**src/rtl/noc_mem_traffic_gen_if.sv**
```systemverilog
// NoC2 request / NoC3 response channel pair between the traffic generator and a memory model.
`ifndef NOC_MEM_TG_DEFS
`define NOC_MEM_TG_DEFS
`define NOC_DATA_WIDTH         64
`define MSG_DST_CHIPID         63:50
`define MSG_DST_X              49:42
`define MSG_DST_Y              41:34
`define MSG_LENGTH             29:22
`define MSG_TYPE               21:14
`define MSG_MSHRID             13:6
`define MSG_DATA_SIZE          42:40
`define MSG_ADDR               39:0
`define MSG_DATA_SIZE_64B      3'b111
`define MSG_TYPE_LOAD_MEM      8'd19
`define MSG_TYPE_STORE_MEM     8'd20
`define MSG_TYPE_LOAD_MEM_ACK  8'd24
`define MSG_TYPE_STORE_MEM_ACK 8'd25
`endif

interface noc_mem_traffic_gen_if #(parameter int DW = `NOC_DATA_WIDTH);
   logic          noc_valid_out;
   logic [DW-1:0] noc_data_out;
   logic          noc_ready_out;
   logic          noc_valid_in;
   logic [DW-1:0] noc_data_in;
   logic          noc_ready_in;

   modport master (output noc_valid_out, noc_data_out, noc_ready_in,
                   input  noc_ready_out, noc_valid_in, noc_data_in);
   modport slave  (input  noc_valid_out, noc_data_out, noc_ready_in,
                   output noc_ready_out, noc_valid_in, noc_data_in);
endinterface

```
**src/rtl/noc_mem_traffic_gen.sv**
```systemverilog
// Store/load-back memory path checker: writes a per-word pattern to each line over NoC2,
// reads it back over NoC3 and counts mismatches, one transaction outstanding at a time.
`ifndef NOC_MEM_TG_DEFS
`define NOC_MEM_TG_DEFS
`define NOC_DATA_WIDTH         64
`define MSG_DST_CHIPID         63:50
`define MSG_DST_X              49:42
`define MSG_DST_Y              41:34
`define MSG_LENGTH             29:22
`define MSG_TYPE               21:14
`define MSG_MSHRID             13:6
`define MSG_DATA_SIZE          42:40
`define MSG_ADDR               39:0
`define MSG_DATA_SIZE_64B      3'b111
`define MSG_TYPE_LOAD_MEM      8'd19
`define MSG_TYPE_STORE_MEM     8'd20
`define MSG_TYPE_LOAD_MEM_ACK  8'd24
`define MSG_TYPE_STORE_MEM_ACK 8'd25
`endif

module noc_mem_traffic_gen #(
   parameter logic [13:0] DST_CHIPID     = 14'd0,
   parameter logic [7:0]  DST_X          = 8'd0,
   parameter logic [7:0]  DST_Y          = 8'd0,
   parameter logic [31:0] SEED           = 32'hA5A5_5A5A,
   parameter int          TIMEOUT_CYCLES = 4096
) (
   input  logic                  clk,
   input  logic                  rst_n,
   input  logic                  start,
   input  logic [39:0]           base_addr,
   input  logic [15:0]           num_lines,
   noc_mem_traffic_gen_if.master noc,
   output logic                  busy,
   output logic                  done,
   output logic                  pass,
   output logic [15:0]           err_count,
   output logic [15:0]           lines_done
);
   localparam int DW = `NOC_DATA_WIDTH;
   localparam int TW = $clog2(TIMEOUT_CYCLES + 1);

   localparam logic [2:0] IDLE    = 3'd0;
   localparam logic [2:0] ST_HDR  = 3'd1;
   localparam logic [2:0] ST_DATA = 3'd2;
   localparam logic [2:0] ST_ACK  = 3'd3;
   localparam logic [2:0] LD_HDR  = 3'd4;
   localparam logic [2:0] LD_RESP = 3'd5;
   localparam logic [2:0] NEXT    = 3'd6;
   localparam logic [2:0] FIN     = 3'd7;

   logic [2:0]    state;
   logic [3:0]    fcnt;
   logic [15:0]   line_idx;
   logic [15:0]   num_q;
   logic [33:0]   base_line;
   logic [TW-1:0] tmo;
   logic [39:0]   line_addr;
   logic [DW-1:0] hdr1, hdr2, rx_exp;
   logic [2:0]    rx_word;
   logic          tx_fire, rx_fire, rx_bad, tmo_hit;

   // Word k of a line lives at {line, k, 3'b0}; only the low 32 address bits feed the pattern.
   function automatic logic [DW-1:0] pattern(input logic [25:0] line_lo, input logic [2:0] k);
      logic [31:0] w;
      w = {line_lo, k, 3'b000};
      return {w ^ SEED, w};
   endfunction

   assign line_addr = {base_line + {18'd0, line_idx}, 6'b000};
   assign tx_fire   = noc.noc_valid_out & noc.noc_ready_out;
   assign rx_fire   = noc.noc_valid_in & noc.noc_ready_in;
   assign rx_word   = fcnt[2:0] - 3'd1;
   assign rx_exp    = pattern(line_addr[31:6], rx_word);
   assign tmo_hit   = (tmo == TW'(TIMEOUT_CYCLES - 1));

   assign noc.noc_valid_out = (state == ST_HDR) || (state == ST_DATA) || (state == LD_HDR);
   assign noc.noc_ready_in  = (state == ST_ACK) || (state == LD_RESP);
   assign busy              = (state != IDLE) && (state != FIN);

   always_comb begin
      hdr1                  = '0;
      hdr1[`MSG_DST_CHIPID] = DST_CHIPID;
      hdr1[`MSG_DST_X]      = DST_X;
      hdr1[`MSG_DST_Y]      = DST_Y;
      hdr1[`MSG_LENGTH]     = (state == LD_HDR) ? 8'd2 : 8'd10;
      hdr1[`MSG_TYPE]       = (state == LD_HDR) ? `MSG_TYPE_LOAD_MEM : `MSG_TYPE_STORE_MEM;
      hdr1[`MSG_MSHRID]     = line_idx[7:0];
      hdr2                  = '0;
      hdr2[`MSG_DATA_SIZE]  = `MSG_DATA_SIZE_64B;
      hdr2[`MSG_ADDR]       = line_addr;
   end

   // Output flit is a pure function of registered state, so it stays put under backpressure.
   always_comb begin
      noc.noc_data_out = '0;
      case (state)
         ST_HDR, LD_HDR: begin
            if (fcnt == 4'd0)      noc.noc_data_out = hdr1;
            else if (fcnt == 4'd1) noc.noc_data_out = hdr2;
         end
         ST_DATA: noc.noc_data_out = pattern(line_addr[31:6], fcnt[2:0]);
         default: ;
      endcase
   end

   always_comb begin
      rx_bad = 1'b0;
      if (state == ST_ACK)
         rx_bad = (noc.noc_data_in[`MSG_TYPE] != `MSG_TYPE_STORE_MEM_ACK) ||
                  (noc.noc_data_in[`MSG_LENGTH] != 8'd0) ||
                  (noc.noc_data_in[`MSG_MSHRID] != line_idx[7:0]);
      else if (fcnt == 4'd0)
         rx_bad = (noc.noc_data_in[`MSG_TYPE] != `MSG_TYPE_LOAD_MEM_ACK) ||
                  (noc.noc_data_in[`MSG_LENGTH] != 8'd8) ||
                  (noc.noc_data_in[`MSG_MSHRID] != line_idx[7:0]);
      else
         rx_bad = (noc.noc_data_in != rx_exp);
   end

   always_ff @(posedge clk or negedge rst_n) begin
      if (!rst_n) begin
         state      <= IDLE;
         fcnt       <= '0;
         line_idx   <= '0;
         num_q      <= '0;
         base_line  <= '0;
         tmo        <= '0;
         done       <= 1'b0;
         pass       <= 1'b0;
         err_count  <= '0;
         lines_done <= '0;
      end else begin
         if (rx_fire && rx_bad && err_count != 16'hFFFF)
            err_count <= err_count + 16'd1;

         // Idle gap on the response channel; cleared on every accepted flit or outside wait states.
         if (rx_fire || !noc.noc_ready_in) tmo <= '0;
         else if (!tmo_hit)                tmo <= tmo + TW'(1);

         case (state)
            IDLE, FIN: begin
               if (start) begin
                  err_count  <= '0;
                  lines_done <= '0;
                  line_idx   <= '0;
                  fcnt       <= '0;
                  num_q      <= num_lines;
                  base_line  <= base_addr[39:6];
                  if (num_lines == 16'd0) begin
                     state <= FIN;
                     done  <= 1'b1;
                     pass  <= 1'b1;
                  end else begin
                     state <= ST_HDR;
                     done  <= 1'b0;
                     pass  <= 1'b0;
                  end
               end else if (state == FIN) begin
                  state <= IDLE;
               end
            end
            ST_HDR, LD_HDR: if (tx_fire) begin
               if (fcnt == 4'd2) begin
                  fcnt  <= '0;
                  state <= (state == ST_HDR) ? ST_DATA : LD_RESP;
               end else begin
                  fcnt <= fcnt + 4'd1;
               end
            end
            ST_DATA: if (tx_fire) begin
               if (fcnt == 4'd7) begin
                  fcnt  <= '0;
                  state <= ST_ACK;
               end else begin
                  fcnt <= fcnt + 4'd1;
               end
            end
            ST_ACK, LD_RESP: begin
               if (rx_fire) begin
                  if (state == ST_ACK) begin
                     state <= LD_HDR;
                  end else if (fcnt == 4'd8) begin
                     fcnt  <= '0;
                     state <= NEXT;
                  end else begin
                     fcnt <= fcnt + 4'd1;
                  end
               end else if (tmo_hit) begin
                  state <= FIN;
                  done  <= 1'b1;
                  pass  <= 1'b0;
               end
            end
            NEXT: begin
               lines_done <= lines_done + 16'd1;
               if (line_idx + 16'd1 < num_q) begin
                  line_idx <= line_idx + 16'd1;
                  state    <= ST_HDR;
               end else begin
                  state <= FIN;
                  done  <= 1'b1;
                  pass  <= (err_count == 16'd0);
               end
            end
            default: state <= IDLE;
         endcase
      end
   end
endmodule

```
**src/flat_wrapper.sv**
```systemverilog
// flat-port wrapper written by rule: the top's interface ports become plain ports
module noc_mem_traffic_gen_flat 
#(
   parameter logic [13:0] DST_CHIPID     = 14'd0,
   parameter logic [7:0]  DST_X          = 8'd0,
   parameter logic [7:0]  DST_Y          = 8'd0,
   parameter logic [31:0] SEED           = 32'hA5A5_5A5A,
   parameter int          TIMEOUT_CYCLES = 4096
)
  (clk, rst_n, start, base_addr, num_lines, busy, done, pass, err_count, lines_done, noc_noc_valid_out, noc_noc_data_out, noc_noc_ready_in, noc_noc_ready_out, noc_noc_valid_in, noc_noc_data_in);
  noc_mem_traffic_gen_if noc_i ();
  input  logic clk;
  input  logic rst_n;
  input  logic start;
  input  logic [39:0] base_addr;
  input  logic [15:0] num_lines;
  output logic busy;
  output logic done;
  output logic pass;
  output logic [15:0] err_count;
  output logic [15:0] lines_done;
  output wire logic [$bits(noc_i.noc_valid_out)-1:0] noc_noc_valid_out;
  output wire logic [$bits(noc_i.noc_data_out)-1:0] noc_noc_data_out;
  output wire logic [$bits(noc_i.noc_ready_in)-1:0] noc_noc_ready_in;
  input wire logic [$bits(noc_i.noc_ready_out)-1:0] noc_noc_ready_out;
  input wire logic [$bits(noc_i.noc_valid_in)-1:0] noc_noc_valid_in;
  input wire logic [$bits(noc_i.noc_data_in)-1:0] noc_noc_data_in;
  assign noc_noc_valid_out = noc_i.noc_valid_out;
  assign noc_noc_data_out = noc_i.noc_data_out;
  assign noc_noc_ready_in = noc_i.noc_ready_in;
  assign noc_i.noc_ready_out = noc_noc_ready_out;
  assign noc_i.noc_valid_in = noc_noc_valid_in;
  assign noc_i.noc_data_in = noc_noc_data_in;
  noc_mem_traffic_gen #(.DST_CHIPID(DST_CHIPID), .DST_X(DST_X), .DST_Y(DST_Y), .SEED(SEED), .TIMEOUT_CYCLES(TIMEOUT_CYCLES)) u_core (.clk(clk), .rst_n(rst_n), .start(start), .base_addr(base_addr), .num_lines(num_lines), .noc(noc_i), .busy(busy), .done(done), .pass(pass), .err_count(err_count), .lines_done(lines_done));
endmodule
```
**config.mk**
```make
export PLATFORM = sky130hd
export DESIGN_NAME = noc_mem_traffic_gen_flat
export DESIGN_NICKNAME = d
export VERILOG_FILES = /design/src/rtl/noc_mem_traffic_gen_if.sv /design/src/rtl/noc_mem_traffic_gen.sv /design/src/flat_wrapper.sv
export SDC_FILE = /design/constraint.sdc
export NUM_CORES = 1
export LEC_CHECK = 0
export CAP_MARGIN = 20
export CORE_UTILIZATION = 55
export CTS_BUF_LIST = sky130_fd_sc_hd__clkbuf_16
export CTS_CLUSTER_DIAMETER = 60
export DETAILED_ROUTE_END_ITERATION = 6
export GPL_TIMING_DRIVEN = 1
export PLACE_DENSITY = 0.87
export SETUP_SLACK_MARGIN = 0.05
export SLEW_MARGIN = 25
export SYNTH_ARGS = -nofsm -noshare
export SYNTH_HDL_FRONTEND = slang
export SYNTH_SLANG_ARGS = --single-unit
```
**constraint.sdc**
```tcl
create_clock -name clk -period 6 [get_ports clk]
set_clock_uncertainty 0.1 [all_clocks]
set_input_delay 1.2 -clock clk [delete_from_list [all_inputs] [get_ports clk]]
set_output_delay 1.2 -clock clk [all_outputs]
set_load 0.01 [all_outputs]
```
==> run summary, run 1 <==
Status -> completed
Area growth syn-to-layout -> 29.6%
Setup TNS -> 0 ns
Leakage -> 5.28 nW
Initial antenna violation count -> 0
Final wirelength -> 31100 um
Global-route wire length before repair -> 49800 um
Final min period -> 5.48 ns
Cell Int Power -> 0.00267 W
Net Sw Power -> 0.00200 W
Final antenna-violating net count -> 0
Slew Limit Fails -> 0
Worst r2r path cells -> 16
Clock buffer depth -> 2
Slew @ Worst Pin -> 0.943 ns
Met2 wire len -> 14900 um
H-tree lvl count -> 4
Nets@finish -> 1557
Avg Cell Area, Syn -> 7.88 sq um
Post-CTS setup buffer count -> 0
Fmax -> 183 MHz
# diodes -> 0
Total of max-cap violations -> 0
Slew HR -> 0.369
Flop pwr share -> 0.276
Root Driver -> clkbuf_16
Core area -> 0.0168 sq mm
Placed insts -> 1592
Synth area leader -> dfrtp_1
Register area share after synthesis -> 0.316
Peak supply drop -> 0.247 mV
Gpl congestion -> 0.975
Async SR Flop Fraction -> 1.00
Clock Latency Late Sink -> 0.42 ns
Synth cell types -> 93
Combinational group share of total power -> 0.506
Final instance area -> 0.0123 sq mm
RSZ-0062 raised after global routing -> no
1st-iter DRT viols -> 1016
Gr ovfl total -> 0
Placed Area -> 0.0117 sq mm
Fin crit share -> 0.913
PD cells -> 379 mW/mm^2
Dpl hpwl -> 23400 um
Synthesis-stage register bit count -> 120
Number of hold buffers added after CTS -> 0
Share of Yosys cell area claimed by the top area cell type -> 0.316
Initial Util -> 0.568
Max FO, Critical Path -> 14
Worst Hold Class -> flop to flop
Setup Crit Path Kind -> flop to output port
Synth top area cells -> dfrtp_1 32%, nand2_1 8.2%, ha_1 5.3%
Crit end category -> output port
Worst endpoint data arrival time -> 4.18 ns
Final Non-Filler Cells -> 1624
IO Port Bufs -> 216
Final setup fails -> 0
# rows -> 47
Die Area -> 0.0178 sq mm
Clock network power share -> 0.219
Top_reg_cell synth -> dfrtp_1
Syn. warnings -> 0
CTS tree -> yes
Number of cells on the worst hold path -> 2
Routed met3 length -> 2520 um
Number of global-route vias before repair -> 9572
Post-synth EDFFs -> 0
Via count -> 10100
Resized cells post-CTS -> 0
Total global-route track usage -> 0.356
Ratio of cells with drive above 1 in the final layout -> 0.0634
Met1 wire length -> 12600 um
Mapped Area -> 0.00951 sq mm
DRC Markers -> 0
Startpoint Class -> flop
TritonCTS Buffers -> 17
Net Sw Frac -> 0.429
Final Hold Vio Count -> 0
Die width -> 134 um
Vert. Die Dim -> 134 um
Data required, critical path -> 4.70 ns
Largest net degree at the start of global routing -> 65
DR pass1 iterations -> 5
Gate count after technology mapping -> 1207
Highest metal used -> met4
WL per Instance -> 19.1 um
IO Pins -> 226
Vias per cell -> 6.21
Clock transition at the registers of the reported paths -> 0.05 ns
Clock sink count -> 120
[cell usage in the layout, fill, tap and decap left out, types with 13 or more instances in the layout]
| master | Yosys | final |
|---|---|---|
| mux2i_1 | 15 | 15 |
| clkbuf_16 | 0 | 17 |
| ha_1 | 40 | 40 |
| o21ai_0 | 84 | 84 |
| o31ai_1 | 13 | 13 |
| dfrtp_1 | 120 | 120 |
| nor2_1 | 113 | 113 |
| a21oi_1 | 48 | 48 |
| xor2_1 | 37 | 37 |
| nand3_1 | 62 | 62 |
| and3_1 | 27 | 27 |
| nor4_1 | 14 | 14 |
| o22ai_1 | 16 | 16 |
| clkdlybuf4s50_1 | 0 | 215 |
| inv_1 | 40 | 42 |
| nand2b_1 | 13 | 13 |
| nor3_1 | 16 | 16 |
| nor3b_1 | 14 | 14 |
| nand4_1 | 27 | 27 |
| nand2_1 | 209 | 208 |
| xnor2_1 | 35 | 35 |
| and2_1 | 23 | 22 |
[cell usage after synthesis, drive strengths merged, types with 5 or more instances]
master	count
o21ai	91
a211oi	10
dfrtp	120
a21o	13
or4	8
o31ai	14
and3b	7
nand3	63
a2111oi	6
nand2b	13
nor4	16
xnor2	35
ha	40
nor4b	5
xor2	38
nor2b	8
and2	25
o22ai	16
nor3b	14
or2	5
and3	28
nand2	211
o21a	7
o221ai	5
or3	9
inv	40
buf	24
mux2i	15
nor3	17
a31oi	5
a21oi	50
nand4	27
clkbuf	37
nor2	113
a22o	7
o211ai	11
[layout make-up]
type                       count  area, sq um
tap                          220          275
timing repair buffer         224         2220
multi-input combinational    988         6100
clock inverter                15          163
fill                        1293         4430
inverter                      40          150
clock buffer                  17          425
sequential                   120         3000
[layer usage]
metal | global-route usage | vias up
met5 | 0 | -
met1 | 0.468 | 4830
met4 | 0.155 | 0
met3 | 0.0472 | 66
li1 | - | 4686
met2 | 0.586 | 500
[power groups by stage]
stage	sequential (W)	clock, W	combinational [W]
floorplan	0.00116	0	0.00152
finish	0.00129	0.00102	0.00236
global placement	0.00128	0	0.00224
CTS	0.00128	0.00103	0.00232
global route	0.00131	0.00106	0.00256
detailed placement	0.00128	0	0.00230
[logic make-up after synthesis]
family          synth area share
fa+ha+maj                 0.0547
compound gates             0.190
mux                       0.0182
other cells             0.000394
xor+xnor                  0.0704
simple gates               0.306
buf+inv                   0.0452
flops                      0.316
[critical path: stages (launching register included)]
cell and delay, ns:
dfrtp_1 0.46, ha_1 0.60, a21oi_1 0.19, o21ai_1 0.54, a211oi_1 0.10, o31ai_1 0.29
buf_4 0.19, nand4_1 0.18, nor2_1 0.25, and3_1 0.20, xnor2_1 0.06, o22ai_1 0.13
clkdlybuf4s50_1 0.56
[worst paths after layout]
path,slack (ns),to,startpoint
max in group asynchronous,3.75,u_core.num_q[3],rst_n
hold reg to reg,0.38,u_core.base_line[10],u_core.base_line[10]
min in group asynchronous,0.73,u_core.base_line[23],rst_n
hold / removal,0.38,u_core.base_line[10],u_core.base_line[10]
setup / recovery,0.52,noc_noc_data_out[39],u_core.line_idx[10]
setup reg to reg,1.05,u_core.done,u_core.line_idx[0]
[flip-flops by register name (all words and copies together) (netlist names)]
register and cells:
u_core.done 1, u_core.fcnt 4, u_core.num_q 16, u_core.tmo 13, u_core.line_idx 16, u_core.err_count 16
u_core.lines_done 16, u_core.state 3, u_core.pass 1, u_core.base_line 34
[stage by stage]
stage	total power (W)	setup WS, ns	hold slack, ns	util
after global routing	0.00493	0.248	0.404	0.736
after detailed placement	0.00358	1.03	0.369	0.701
after floorplan	0.00268	2.01	0.340	-
after global placement	0.00352	1.07	0.366	0.700
final	0.00467	0.523	0.382	0.736
after CTS	0.00463	0.580	0.384	0.736
Power figures use the tool's default switching activity.
==> inputs of run 2 (changes only) <==
--- a/config.mk
+++ b/config.mk
@@ -12,6 +12,7 @@
 export DETAILED_ROUTE_END_ITERATION = 6
 export GPL_TIMING_DRIVEN = 1
 export PLACE_DENSITY = 0.87
+export RECOVER_POWER = 25
 export SETUP_SLACK_MARGIN = 0.05
 export SLEW_MARGIN = 25
 export SYNTH_ARGS = -nofsm -noshare
==> run summary, run 2 (synthesis gave the netlist of run 1 again) <==
RSZ-0062 raised after global routing -> no
Clock buffer depth -> 2
1st-iter DRT viols -> 1049
PD cells -> 379 mW/mm^2
Final wirelength -> 31000 um
Resized cells post-CTS -> 0
Critical path buffers and inverters -> 2
Overall power -> 0.00466 W
Global-route wire length before repair -> 49800 um
Area growth syn-to-layout -> 29.5%
Core area -> 0.0168 sq mm
Initial antenna violation count -> 0
Worst Hold Class -> flop to flop
Family with the most delay on the worst path -> compound AO/OA/AOI/OAI gates
Worst endpoint data arrival time -> 4.17 ns
Total global-route track usage -> 0.356
Final Hold Vio Count -> 0
Nets@finish -> 1557
Slew Limit Fails -> 181
Final setup fails -> 0
Critical Path Max Stage Delay -> 0.60 ns
Status -> complete, but fails checks
Max FO, Critical Path -> 14
Number of hold buffers added after CTS -> 0
Slew HR -> -1.08
Most common cell after layout, fill and taps aside -> clkdlybuf4s50_1
Ratio of cells with drive above 1 in the final layout -> 0.0620
Slew @ Worst Pin -> 3.12 ns
H-tree lvl count -> 4
Clock transition at the registers of the reported paths -> 0.05 ns
Slowest CP cell -> ha_1
Number of cells on the worst hold path -> 2
DR pass1 iterations -> 5
Leakage -> 5.26 nW
CTS tree -> yes
Data required, critical path -> 4.70 ns
Startpoint Class -> flop
WP depth -> 12
Initial Util -> 0.568
Post-CTS setup buffer count -> 0
TritonCTS Buffers -> 17
Die Area -> 0.0178 sq mm
Final min period -> 5.47 ns
# rows -> 47
Largest Register -> u_core.base_line
Vert. Die Dim -> 134 um
Gpl congestion -> 0.975
# diodes -> 0
Clock sink count -> 120
Clock Latency Late Sink -> 0.42 ns
Die width -> 134 um
Root Driver -> clkbuf_16
Register area -> 0.00300 sq mm
IO Port Bufs -> 216
Final antenna-violating net count -> 0
IO Pins -> 226
Critical path cell sequence -> ha_1 > a21oi_1 > o21ai_1 > a211oi_1 > o31ai_1 > buf_4 > nand4_1 > nor2_1 > and3_1 > xnor2_1 > o22ai_1 > clkdlybuf4s50_1
Gr ovfl total -> 0
DRC Markers -> 0
Crit end category -> output port
Largest net degree at the start of global routing -> 65
Total of max-cap violations -> 3
Fin crit share -> 0.911
Setup TNS -> 0 ns
Multi-input gate area -> 0.00609 sq mm
Worst r2r path cells -> 16
WL per Instance -> 19.1 um
Setup Crit Path Kind -> flop to output port
Number of global-route vias before repair -> 9572
Most frequent cells in the layout -> 215 x clkdlybuf4s50_1, 209 x nand2_1, 120 x dfrtp_1, 113 x nor2_1, 84 x o21ai_0
Register-to-register setup slack -> 1.06 ns
Fmax -> 183 MHz
Dpl hpwl -> 23400 um
Fillcell total -> 1296
Via count -> 10100
Failing checks -> max-capacitance violations, max-slew violations
Vias per cell -> 6.20
Max reg flops -> 34
Peak supply drop -> 0.248 mV
[run 2: changes by cell type in the layout (fill, tap and decap cells not counted)]
cell | before | now
nand2_1 | 208 | 209
nand2_4 | 1 | 0
clkbuf_2 | 0 | 1
clkbuf_1 | 0 | 1
buf_4 | 9 | 7
[run 2: power breakdown]
part / internal [W] / switching, W
sequential: 0.00102 / 0.000266
combinational: 0.00100 / 0.00135
clock: 0.000646 / 0.000377
[run 2: stage by stage]
step | setup slack, ns | hold WS [ns] | instance area [sq um] | utilization | instances
6_report | 0.534 | 0.382 | 12300 | 0.735 | 1624
2_1_floorplan | 2.01 | 0.340 | 9520 | - | 1209
3_5_place_dp | 1.03 | 0.369 | 11700 | 0.701 | 1592
4_1_cts | 0.580 | 0.384 | 12300 | 0.736 | 1624
3_3_place_gp | 1.07 | 0.366 | 11700 | 0.700 | 1592
5_1_grt | 0.248 | 0.404 | 12300 | 0.735 | 1624
[run 2: per-layer routing]
metal  track usage  up-vias  wire length, um  share of wire
li1              -     4688                -              -
met1         0.468     4812            12600           0.41
met2         0.586      503            15000           0.48
met3        0.0472       61             2490          0.080
met4         0.155        0              971          0.031
met5             0        -                0              0
[run 2: layout make-up]
class,instances,share of cell area
inverter,40,0.0122
clock inverter,15,0.0132
tap,220,0.0223
multi-input combinational,988,0.494
timing repair buffer,224,0.180
clock buffer,17,0.0345
sequential,120,0.244
[run 2: path summary, 6_finish.rpt]
check	from	endpoint
max reg2reg	u_core.line_idx[0]	u_core.done
max in group asynchronous	rst_n	u_core.num_q[3]
max	u_core.line_idx[10]	noc_noc_data_out[39]
min reg2reg	u_core.base_line[10]	u_core.base_line[10]
min in group asynchronous	rst_n	u_core.base_line[23]
min	u_core.base_line[10]	u_core.base_line[10]
[run 2: worst register-to-register path, stage by stage, from the launching register on]
cell and delay, ns:
dfrtp_1 0.53, and3_1 0.22, nand3_1 0.12, nor2_1 0.28, and3_1 0.31, and3_1 0.29
and3_1 0.26, xor2_1 0.21, ha_1 0.28, a21o_1 0.17, a21o_1 0.17, a21oi_1 0.23
and2_1 0.50, or3b_2 0.73, and2_1 0.28, nor2_1 0.10, a21oi_1 0.05
